### config.mk
export PLATFORM = sky130hd
export DESIGN_NAME = seg7_scan_ctrl
export DESIGN_NICKNAME = d
export VERILOG_FILES = /design/src/rtl/seg7_scan_ctrl.sv
export SDC_FILE = /design/constraint.sdc
export NUM_CORES = 1
export LEC_CHECK = 0
export ABC_AREA = 1
export CORE_ASPECT_RATIO = 0.8
export CORE_MARGIN = 3
export CORE_UTILIZATION = 50
export CTS_CLUSTER_DIAMETER = 60
export DETAILED_ROUTE_END_ITERATION = 12
export GPL_TIMING_DRIVEN = 0
export PLACE_DENSITY = 0.73
export SYNTH_ARGS = -nofsm -noshare
export SYNTH_HDL_FRONTEND = slang
export SYNTH_SLANG_ARGS = --single-unit
### constraint.sdc
create_clock -name CLK -period 1.7 [get_ports CLK]
set_input_delay 0.34 -clock CLK [delete_from_list [all_inputs] [get_ports CLK]]
set_output_delay 0.34 -clock CLK [all_outputs]
set_load 0.005 [all_outputs]
### src/rtl/seg7_scan_ctrl.sv
// Four-digit multiplexed 7-segment scan controller with frame-synchronous display buffer.
// Latency: LOAD reaches the display at the next frame boundary; FRAME is registered (1 cycle).
// Backpressure: none; LOAD is always accepted. Optional macro SEG7_LZB_EN enables leading-zero blanking.
module seg7_scan_ctrl #(
    parameter int unsigned SCAN_DIV = 50000,
    parameter int unsigned GAP_CYC  = 4
) (
    input  logic        CLK,
    input  logic        RST,
    input  logic [15:0] DATA,
    input  logic [3:0]  DOTS,
    input  logic        LOAD,
    input  logic        BLANK,
    output logic [3:0]  DIGIT,
    output logic        EN,
    output logic        DOT,
    output logic [3:0]  nDIG,
    output logic        FRAME
);

    localparam logic [15:0] SLOT_LAST = 16'(SCAN_DIV - 1);
    localparam logic [15:0] GAP_LAST  = 16'(GAP_CYC - 1);

    typedef enum logic {
        GAP  = 1'b0,
        SHOW = 1'b1
    } state_t;

    state_t          state;
    state_t          state_nxt;
    logic [15:0]     cnt;
    logic [1:0]      idx;
    logic [3:0][3:0] disp;
    logic [3:0]      dots_disp;
    logic [15:0]     shadow;
    logic [3:0]      shadow_dots;
    logic            pend;
    logic            slot_end;
    logic            boundary;

    assign slot_end = (cnt == SLOT_LAST);
    assign boundary = (state == SHOW) && slot_end && (idx == 2'd3);

`ifdef SEG7_LZB_EN
    // lz[i]: digit i and every digit above it are zero; digit 0 always shows.
    logic [3:0] lz;
    assign lz[3] = (disp[3] == 4'd0);
    assign lz[2] = lz[3] && (disp[2] == 4'd0);
    assign lz[1] = lz[2] && (disp[1] == 4'd0);
    assign lz[0] = 1'b0;
`endif

    always_ff @(posedge CLK) begin
        if (RST) begin
            state       <= GAP;
            cnt         <= 16'd0;
            idx         <= 2'd0;
            disp        <= '0;
            dots_disp   <= 4'd0;
            shadow      <= 16'd0;
            shadow_dots <= 4'd0;
            pend        <= 1'b0;
            FRAME       <= 1'b0;
        end else begin
            state <= state_nxt;
            FRAME <= boundary;
            if (slot_end) begin
                cnt <= 16'd0;
                idx <= idx + 2'd1;
            end else begin
                cnt <= cnt + 16'd1;
            end
            if (LOAD) begin
                shadow      <= DATA;
                shadow_dots <= DOTS;
            end
            // A LOAD coinciding with the boundary bypasses the shadow so it is not lost a frame.
            if (boundary) begin
                if (LOAD) begin
                    disp      <= DATA;
                    dots_disp <= DOTS;
                end else if (pend) begin
                    disp      <= shadow;
                    dots_disp <= shadow_dots;
                end
                pend <= 1'b0;
            end else if (LOAD) begin
                pend <= 1'b1;
            end
        end
    end

    always_comb begin
        state_nxt = state;
        nDIG      = 4'b1111;
        EN        = 1'b0;
        DIGIT     = disp[idx];
        DOT       = dots_disp[idx];
        case (state)
            GAP: begin
                if (cnt == GAP_LAST) state_nxt = SHOW;
            end
            SHOW: begin
                if (slot_end) state_nxt = GAP;
                if (!BLANK) begin
                    nDIG = ~(4'b0001 << idx);
`ifdef SEG7_LZB_EN
                    EN   = ~lz[idx];
`else
                    EN   = 1'b1;
`endif
                end
            end
            default: state_nxt = GAP;
        endcase
    end

endmodule

# --- Word level (Yosys, flattened, before mapping) ---
# Index checks and enable logic that the tools add are counted.
word_totals:
  regBits: 61
  ramBits: 0
  in_bits: 24
  output_inout_bits: 11
  word_cells: 42
  mem_count: 0
  romBits: 0
  latchBits: 0
op_classes:
  addsub: 2
  div: 0
  muxes: 15
  bitwise: 2
  eq_ne: 3
  multipliers: 0
  shift: 1
  magnitude_cmp: 1
  reduce_logical: 6
ops:
  columns: ["op", "n"]
  rows:
  - ["two-way mux 16 bit", 2]
  - ["two-way mux 4 bit", 5]
  - ["adder 16 x 1 -> 16 bit (second input constant)", 1]
  - ["equality test 16 bit (second input constant)", 1]
  - ["equality test 16 x 2 -> 1 bit (second input constant)", 1]
  - ["binary-select mux 4 bit (select 2 bit)", 1]
  - ["two-way mux 1 bit", 5]
  - ["inverter 4 bit", 1]
  - ["OR reduction 2 bit", 2]
  - ["left shift 1 x 2 -> 4 bit (first input constant)", 1]
  - ["less-than comparator 2 x 3 -> 1 bit (second input constant)", 1]
  - ["adder 2 x 1 -> 2 bit (second input constant)", 1]
  - ["binary-select mux 1 bit (select 2 bit)", 1]
  - ["equality test 2 bit (second input constant)", 1]
  - ["logical AND 1 bit", 2]
  - ["one-hot mux 1 bit (2 select lines)", 1]
  - ["AND reduction 2 bit", 1]
  - ["nonzero test 2 bit", 1]
  - ["inverter 1 bit", 1]

# --- Longest topological paths before layout ---
# Gate-level depths: netlist (run 1).
logic_depth:
  depth_word: 4
  ltp_mapped: 10
  ltp_nobuf: 9

# --- Worst setup path after synthesis (run 1) ---
# Ideal clock, no wire load.
synth_timing:
  kind: "register -> register"
  from: "register cnt[0]"
  to: "register disp[10] (netlist name)"
  stages_incl_launch_ff: 10
  t_arrival_ns: 1.363
  n_path_buf: 1
  synth_period_minus_slack_ns: 1.476
  setup_ns: 0.113
  required_ns: 1.587
  path_slack_ns: 0.224
  cell_sequence: "dfxtp_1 > ha_1 > nand3_1 > nor2_4 > nand3_2 > nor2_4 > buf_6 > nand3_1 > nand2_1 > nor2_1"
synth_between:
  elab_chain_cells: 4
synth_rtl:
  columns: ["item", "line", "source"]
  rows:
  - ["start, declared", "31", "logic [15:0] cnt;"]
  - ["start signal, assigned", "71", "cnt <= cnt + 16'd1;"]
  - ["equality test 16 bit", "41", "assign slot_end = (cnt == SLOT_LAST);"]
  - ["logical AND 1 bit (2 in a row)", "42", "assign boundary = (state == SHOW) && slot_end && (idx == 2'd3);"]
  - ["AND reduction 2 bit (no source line)", null, null]
  - ["end signal, assigned", "83", "disp <= shadow;"]
  - ["end, declared", "33", "logic [3:0][3:0] disp;"]
# No other way between the ends.
# A chain may end at the register's enable or synchronous reset.

# --- Worst setup path in the final report (run 1) ---
layout_timing:
  from: "register idx[0]"
  to: "output port nDIG[3]"
layout_between:
  elab_chain_cells: 4
layout_rtl:
  columns: ["item", "line", "source"]
  rows:
  - ["start, declared", "32", "logic [1:0] idx;"]
  - ["start signal, assigned", "69", "idx <= idx + 2'd1;"]
  - ["left shift 1 x 2 -> 4 bit", "106", "nDIG = ~(4'b0001 << idx);"]
  - ["inverter 4 bit", "106", null]
  - ["two-way mux 4 bit", "105", "if (!BLANK) begin"]
  - ["two-way mux 4 bit", "99", "case (state)"]
  - ["end, declared", "17", "output logic [3:0] nDIG,"]
# No other way between the ends.

==> run_results.csv, run 1 <==
group,metric,value,unit
route,drt-initial-drc-count,148,
run_status,violations,"negative setup slack",
critical_path,crit_fanout,3,
pwr,vdd.ir_drop.worst,0.638,mV
timing,finalSetupTns,-0.00369,ns
final_layout,final_cell_mix,"91 x nor2_1, 55 x dfxtp_1, 53 x nand2_1, 26 x nand3_1, 24 x clkdlybuf4s50_1",
global_route,grt_pass1_wl,10.5,mm
clock_network,cts_tree,"done",
final_layout,final_net_count,440,
clock_network,root_buffer,"clkbuf_8",
clock_network,cts_htree_levels,3,
run,drv_cap,0,
hold_path,hold_class,"flip-flop to flip-flop",
final_layout,area_delta_synth_final,27.1,%
yosys,synth_nets,387,
critical_path,rr_endpoint,"disp[3]",
critical_path,r2r_setup_slack,0.15,ns
timing,maxSlewHeadroom,72.4,%
global_route,grt_pass1_vias,2232,
floorplan,io_pins,35,
timing,final.setup_skew,0.00501,ns
yosys,ys_seq_area_share,44.3,%
final_layout,layout_commonest_cell,"nor2_1",
clock_network,clock_sinks,61,
clock_network,insertion_delay,0.34,ns
critical_path,cp-end-kind,"primary output",
pwr,p_per_area,854,nW/um^2
route,ant_nets,0,
hold_path,hold_path_depth,1,
yosys,yosys_register_bits,61,
timing,slew_violations,0,
timing,layout_setup_ws,-0.00369,ns
yosys,synth_area,2750,um^2
timing,tightest_slew,0.408,ns
timing,hold_violations,0,
route,post-route-drc-count,0,
yosys,synth_cells,358,
critical_path,reg2reg_from,"cnt[0]",
clock_network,clk_pin_slew,0.07,ns
critical_path,cp.required,1.36,ns
route,drt-total-wl,6.46,mm
final_layout,drive_gt1_share,17.6,%
global_route,grt_overflow_total,0,
critical_path,start_kind,"flip-flop",
timing,grt_setup_unrepaired,"true",
timing,post-route-min-period,1.70,ns
floorplan,fp.dieArea,6440,um^2
final_layout,diodes,0,
critical_path,path_class,"flip-flop to primary output",
run_status,status,"finished with violations",
floorplan,initial_core_util,53.5,%
timing,period_share,100,%
route,routedWlPerCell,13.5,um
critical_path,endpoint,"nDIG[3]",
route,vias,2432,
global_route,antenna_found_initial,0,
critical_path,arrival,1.36,ns
clock_network,cts_hold_buf,0,
floorplan,die_x,89.0,um
place,gp_congestion,0.833,
clock_network,clockBufferDepth,2,
floorplan,rows,23,
yosys,yosys.cell_types.count,28,
critical_path,critPathLaunch,"idx[0]",
route,via_per_inst,5.10,
yosys,synth_ff_type,"dfxtp_1",
global_route,grt_max_degree,11,
yosys,avgSynthCellArea,7.69,um^2
pwr,leakagePower,1.45,nW
floorplan,die_y,72.4,um
critical_path,ff2ff_path_depth,9,
place,place_hpwl,4.56,mm
floorplan,coreArea,5150,um^2
yosys,synth_edf_count,0,
place,port_buffers,34,
clock_network,cts_buffers,9,
timing,setup_viol,1,
yosys,async_flop_share,0,%
global_route,grt_usage,21.9,%
final_layout,n_fill_cell,460,
route,firstDrtPassIters,4,
timing,max_freq,587,MHz
timing,whs,0.449,ns
yosys,yosys_warnings,0,
[area by class of cell]
| class | instances | area [um^2] | area share, % |
|---|---|---|---|
| plain buffers | 15 | 136 | 3.90 |
| clock buffers | 11 | 151 | 4.33 |
| clock inverters | 4 | 47.5 | 1.36 |
| inverters | 24 | 96.3 | 2.75 |
| multi-input cells | 258 | 1380 | 39.5 |
| flip-flops and latches | 61 | 1230 | 35.3 |
| well taps | 62 | 77.6 | 2.22 |
| repair buffers | 42 | 373 | 10.7 |
[where the power goes]
group / leakage [nW] / internal [W] / switching (W) / total, W
Sequential: 0.499 / 0.00146 / 0.0000165 / 0.00148
Clock: 0.101 / 0.000743 / 0.000548 / 0.00129
Combinational: 0.851 / 0.000103 / 0.000115 / 0.000218
[repair_timing]
action / 4_1_cts / 5_1_grt
pin swaps: 2 / 3
buffers inserted: 6 / 1
cloned: 1 / 0
gates resized for setup: 52 / 21
endpoints found under the setup margin: 38 / 38
endpoints found under the hold margin: 0 / 0
[state kept, by name, summed over array words and instances (netlist names)]
signal       count
state            1
idx              2
shadow          16
dots_disp        4
shadow_dots      4
disp            16
FRAME            1
cnt             16
pend             1
[per-stage QoR]
step	power (W)	worst slack (ns)	area (um^2)	std cells	util (%)
6_report	0.00299	-0.00369	3500	477	67.9
5_1_grt	0.00311	-0.0529	3500	477	67.9
4_1_cts	0.00301	-0.122	3480	476	67.5
3_5_place_dp	0.00172	-0.294	3170	454	61.6
3_3_place_gp	0.00172	-0.285	3170	454	61.6
2_1_floorplan	0.00162	0.224	2750	358	-
[critical path: stages, from the launching register on]
cell             delay (ns)
dfxtp_2                0.33
buf_4                  0.13
buf_4                  0.14
ha_4                   0.17
nand2_1                0.06
clkdlybuf4s15_1        0.20
[kinds of logic after synthesis]
group | synth area share, %
flops | 44.3
mux | 7.27
xor+xnor | 0.636
buf+inv | 7.00
compound gates | 6.41
fa+ha+maj | 2.27
simple gates | 32.1
[how the worst min path moves through the flow]
stage	slack [ns]	to	start
CTS	0.46	cnt[0]	cnt[0]
global route	0.48	cnt[0]	cnt[0]
finish	0.45	cnt[0]	cnt[0]
global placement	0.43	cnt[0]	cnt[0]
detailed placement	0.45	cnt[0]	cnt[0]
floorplan	0.41	shadow[11]	RST
[synthesized netlist by cell type, drive strengths merged (5+ instances only)]
master   n  area (um^2)
nand2   56          223
nor2    99          412
o21ai   16         80.1
mux2i   20          200
o22ai    5         31.3
ha       5         62.6
inv     23         86.3
nand3   29          155
buf     11         86.3
dfxtp   61         1220
a21oi   13         65.1
[per-layer routing]
metal	track usage (%)	part of all wire, %	up-vias
met5	0	0	-
met2	29.8	41	60
met3	6.58	5.9	9
met1	32.4	52	1100
li1	-	-	1263
met4	8.10	1.5	0
Power figures use the tool's default switching activity.
==> inputs of run 2 (changes only) <==
- CORE_MARGIN: 3 -> not set
- CTS_BUF_LIST: not set -> sky130_fd_sc_hd__clkbuf_4 sky130_fd_sc_hd__clkbuf_8 sky130_fd_sc_hd__clkbuf_16
==> run_results.csv, run 2 (same netlist as run 1, synthesis figures left out) <==
group,metric,value,unit
global_route,antenna_found_initial,0,
place,place_hpwl,4.48,mm
clock_network,cts_tree,"done",
place,port_buffers,34,
critical_path,max_stage_delay,0.34,ns
run_status,status,"finished with violations",
global_route,grt_pass1_wl,10.1,mm
timing,tightest_slew,0.399,ns
critical_path,endpoint,"DOT",
critical_path,r2r_setup_slack,0.07,ns
critical_path,reg2reg_from,"cnt[0]",
route,drt-total-wl,6.15,mm
critical_path,rr_endpoint,"disp[2]",
global_route,grt_max_degree,11,
final_layout,reg_top3,"cnt: 16 flops, disp: 16 flops, shadow: 16 flops",
route,routedWlPerCell,12.9,um
timing,whs,0.482,ns
clock_network,cts_hold_buf,0,
timing,hold_violations,0,
floorplan,fp.dieArea,5810,um^2
run_status,violations,"design-rule violations",
pwr,vdd.ir_drop.worst,0.636,mV
run,drv_cap,0,
critical_path,path_class,"flip-flop to primary output",
timing,max_freq,611,MHz
critical_path,crit_buf_inv,4,
final_layout,fin_area,3490,um^2
place,place_area,3170,um^2
timing,slew_violations,0,
final_layout,final_cell_mix,"91 x nor2_1, 58 x dfxtp_1, 52 x nand2_1, 26 x nand3_1, 23 x clkdlybuf4s50_1",
critical_path,cp-end-kind,"primary output",
final_layout,drive_gt1_share,16.9,%
critical_path,arrival,1.30,ns
place,gp_congestion,0.862,
floorplan,rows,23,
clock_network,cts_buffers,9,
final_layout,layout_commonest_cell,"nor2_1",
route,vias,2386,
critical_path,crit_fanout,5,
clock_network,root_buffer,"clkbuf_8",
route,firstDrtPassIters,8,
global_route,grt_overflow_total,0,
pwr,p_per_area,854,nW/um^2
clock_network,cts_htree_levels,3,
critical_path,cp.depth,6,
floorplan,die_y,68.4,um
clock_network,clock_sinks,61,
pwr,leakagePower,1.46,nW
final_layout,area_delta_synth_final,26.6,%
timing,final.setup_skew,0.0109,ns
route,post-route-drc-count,3,
final_layout,diodes,0,
critical_path,cp_cell_sequence,"inv_4 > buf_8 > buf_6 > nor2_2 > o22ai_1 > buf_2",
route,drt-initial-drc-count,130,
floorplan,die_x,85.0,um
floorplan,coreArea,5150,um^2
route,ant_nets,0,
timing,post-route-min-period,1.64,ns
critical_path,critPathLaunch,"idx[0]",
critical_path,crit_family,"buffers and inverters",
hold_path,hold_class,"flip-flop to flip-flop",
floorplan,initial_core_util,53.5,%
floorplan,io_pins,35,
global_route,grt_usage,23.3,%
clock_network,insertion_delay,0.34,ns
clock_network,clk_pin_slew,0.07,ns
timing,setup_viol,0,
timing,period_share,96.2,%
route,via_per_inst,5.02,
critical_path,ff2ff_path_depth,9,
clock_network,clockBufferDepth,2,
timing,maxSlewHeadroom,73.0,%
critical_path,start_kind,"flip-flop",
critical_path,cp.required,1.36,ns
global_route,grt_pass1_vias,2126,
final_layout,final_net_count,438,
critical_path,slowest_stage,"dfxtp_2",
run 2: cell types whose count changed in the layout (fill, tap and decap cells not counted), moves of 2 or more:
cell,before,now
dfxtp_1,55,58
dfxtp_2,4,1
o21ai_1,6,3
inv_4,0,2
o21ai_2,1,3
run 2: routing by layer:
| layer | up-vias | part of all wire (%) | global-route usage (%) |
|---|---|---|---|
| met4 | 0 | 1.3 | 8.26 |
| met5 | - | 0 | 0 |
| met1 | 1052 | 53 | 33.2 |
| met2 | 66 | 39 | 33.2 |
| met3 | 7 | 6.1 | 7.12 |
| li1 | 1261 | - | - |
run 2: tightest hold or removal path, delay by kind of cell (launching register included):
kind	cells	cell delay [ns]
flip-flops	1	0.32
AND/OR/NAND/NOR	2	0.13
run 2: cell type report:
type                    instances  area, um^2
well taps                      62        77.6
fillers                       438        1660
multi-input cells             258        1390
flip-flops and latches         61        1230
plain buffers                  14         111
inverters                      24        96.3
clock inverters                 4        47.5
repair buffers                 41         379
clock buffers                  11         151
run 2: what timing repair did:
action	CTS	global route
pin swaps	2	4
buffers inserted	6	0
gates resized for setup	54	14
cloned	0	1
endpoints found under the setup margin	40	38
run 2: per-stage QoR:
stage / utilization [%] / setup WS [ns] / std cells / total power [W] / TNS [ns]
2_1_floorplan: - / 0.224 / 358 / 0.00162 / 0
3_3_place_gp: 61.6 / -0.292 / 454 / 0.00172 / -5.03
3_5_place_dp: 61.6 / -0.283 / 454 / 0.00172 / -5.13
4_1_cts: 67.4 / 0.00361 / 475 / 0.00300 / 0
5_1_grt: 67.7 / -0.0217 / 475 / 0.00310 / -0.0685
6_report: 67.7 / 0.0644 / 475 / 0.00298 / 0
run 2: power breakdown:
part / internal (W) / switching (W) / total, W
sequential: 0.00146 / 0.0000147 / 0.00148
clock: 0.000743 / 0.000535 / 0.00128
combinational: 0.000105 / 0.000115 / 0.000220
total: 0.00231 / 0.000665 / 0.00298
run 2: how the worst min path moves through the flow:
stage	cells after the start	startpoint	to
after floorplan	1	RST	shadow[11]
after global placement	1	cnt[0]	cnt[0]
after CTS	1	cnt[0]	cnt[0]
after detailed placement	1	cnt[0]	cnt[0]
after global routing	1	cnt[0]	cnt[0]
final	2	disp[4]	disp[4]
==> inputs of run 3 (changes only) <==
--- a/config.mk
+++ b/config.mk
@@ -15,2 +15,3 @@
 export PLACE_DENSITY = 0.73
+export SKIP_CTS_REPAIR_TIMING = 1
 export SYNTH_ARGS = -nofsm -noshare
==> constraint.sdc (replaced) <==
create_clock -name CLK -period 1.7 [get_ports CLK]
set_input_delay 0.255 -clock CLK [delete_from_list [all_inputs] [get_ports CLK]]
set_output_delay 0.255 -clock CLK [all_outputs]
set_load 0.005 [all_outputs]
==> run_results.csv, run 3 (same netlist as run 1, synthesis figures left out) <==
group,metric,value,unit
route,routedWlPerCell,12.9,um
floorplan,coreArea,5150,um^2
critical_path,start_kind,"flip-flop",
global_route,antenna_found_initial,0,
clock_network,root_buffer,"clkbuf_8",
clock_network,clockBufferDepth,2,
route,drt-total-wl,6.11,mm
final_layout,diodes,0,
hold_path,hold_path_depth,2,
timing,setup_viol,0,
place,gp_congestion,0.862,
run,drv_cap,0,
floorplan,io_pins,35,
floorplan,initial_core_util,53.5,%
final_layout,finish.utilization,67.7,%
critical_path,slowest_stage,"dfxtp_4",
floorplan,die_y,68.4,um
critical_path,max_stage_delay,0.36,ns
final_layout,final_cell_mix,"92 x nor2_1, 58 x dfxtp_1, 52 x nand2_1, 26 x nand3_1, 24 x clkdlybuf4s50_1",
final_layout,n_fill_cell,438,
timing,final.setup_skew,0.00971,ns
route,post-route-drc-count,3,
clock_network,clk_pin_slew,0.07,ns
pwr,power.internal,0.00231,W
final_layout,drive_gt1_share,13.7,%
timing,hold_violations,0,
critical_path,crit_family,"buffers and inverters",
place,port_buffers,34,
floorplan,rows,23,
pwr,vdd.ir_drop.worst,0.641,mV
route,ant_nets,0,
final_layout,layout_commonest_cell,"nor2_1",
clock_network,clock_sinks,61,
final_layout,final_net_count,435,
critical_path,arrival,1.39,ns
pwr,p_sw,0.000677,W
pwr,leakagePower,1.51,nW
critical_path,crit_fanout,10,
critical_path,path_class,"flip-flop to primary output",
hold_path,worstHoldEndpoint,"disp[5]",
timing,slew_violations,0,
clock_network,cts_buffers,9,
global_route,grt_pass1_wl,9.77,mm
timing,max_freq,609,MHz
critical_path,cp.required,1.44,ns
pwr,seqPwrFrac,49.5,%
floorplan,fp.dieArea,5810,um^2
timing,maxSlewHeadroom,71.6,%
route,firstDrtPassIters,8,
critical_path,reg2reg_from,"cnt[0]",
final_layout,reg_top3,"cnt: 16 flops, disp: 16 flops, shadow: 16 flops",
final_layout,area_delta_synth_final,26.7,%
place,place_hpwl,4.48,mm
clock_network,cts_tree,"done",
critical_path,r2r_setup_slack,0.08,ns
critical_path,cp-end-kind,"primary output",
timing,tightest_slew,0.421,ns
floorplan,die_x,85.0,um
timing,whs,0.483,ns
pwr,pwr-share-comb,7.2,%
timing,period_share,96.6,%
global_route,grt_overflow_total,0,
global_route,grt_max_degree,12,
hold_path,hold_class,"flip-flop to flip-flop",
global_route,grt_usage,22.6,%
pwr,p_per_area,856,nW/um^2
critical_path,crit_buf_inv,3,
pwr,power_frac_clock,43.3,%
route,via_per_inst,5.08,
critical_path,rr_endpoint,"disp[12]",
route,vias,2396,
clock_network,cts_htree_levels,3,
final_layout,seqCellArea,1230,um^2
critical_path,cp_cell_sequence,"buf_4 > buf_6 > o21ai_0 > o22ai_1 > dlymetal6s2s_1",
final_layout,multi_input_area,1380,um^2
route,drt-initial-drc-count,107,
critical_path,ff2ff_path_depth,9,
run_status,status,"finished with violations",
run_status,violations,"design-rule violations",
hold_path,hp-start,"disp[5]",
pwr,swShare,22.7,%
timing,post-route-min-period,1.64,ns
global_route,grt_pass1_vias,2067,
clock_network,insertion_delay,0.34,ns
-- run 3: cell types whose count changed in the layout (fill, tap and decap cells not counted), sizes merged --
cell | before | now
dlygate4sd2 | 2 | 0
clkbuf | 17 | 14
clkdlybuf4s15 | 1 | 0
clkdlybuf4s50 | 23 | 24
buf | 22 | 15
dlymetal6s2s | 1 | 10
-- run 3: routing by layer --
metal	GRT usage [%]	part of all wire, %	vias up
li1	-	-	1258
met1	32.4	55	1067
met2	31.3	38	64
met3	7.24	5.0	7
met4	8.26	1.3	0
met5	0	0	-
-- run 3: power groups by stage --
stage,Combinational [W],Sequential [W],Clock [W]
CTS,0.000209,0.00148,0.00131
global placement,0.000206,0.00151,0
finish,0.000216,0.00148,0.00129
floorplan,0.000116,0.00151,0
global route,0.000238,0.00148,0.00138
detailed placement,0.000209,0.00151,0
-- run 3: worst max path at each step --
stage           start       end  slack, ns  depth (start not counted)
2_1_floorplan  cnt[0]  disp[10]       0.22                          9
3_3_place_gp   idx[0]  DIGIT[0]      -0.21                          5
3_5_place_dp   idx[0]  DIGIT[0]      -0.20                          5
4_1_cts        idx[0]  DIGIT[0]      -0.57                          5
5_1_grt        cnt[0]  disp[15]      -0.01                          9
6_report       idx[0]  DIGIT[0]       0.06                          5
-- run 3: through the flow --
stage	total power (W)	setup slack (ns)	std cells	area [um^2]	setup TNS, ns
final	0.00299	0.0585	472	3490	0
after floorplan	0.00162	0.224	358	2750	0
after detailed placement	0.00172	-0.198	454	3170	-2.17
after global routing	0.00310	-0.0106	472	3490	-0.0210
after global placement	0.00172	-0.207	454	3170	-1.67
after CTS	0.00300	-0.570	469	3370	-5.72
-- run 3: final cells by class --
| type | instances | area share, % |
|---|---|---|
| timing repair buffer | 37 | 11.1 |
| tap | 62 | 2.22 |
| sequential | 61 | 35.3 |
| inverter | 24 | 2.69 |
| clock inverter | 4 | 1.36 |
| clock buffer | 11 | 4.34 |
| buffer | 15 | 3.41 |
| multi-input combinational | 258 | 39.5 |
-- run 3: worst min-delay path, delay by kind of cell, from the launching register on --
family | cells | cell delay (ns)
flops | 1 | 0.33
simple gates | 2 | 0.13
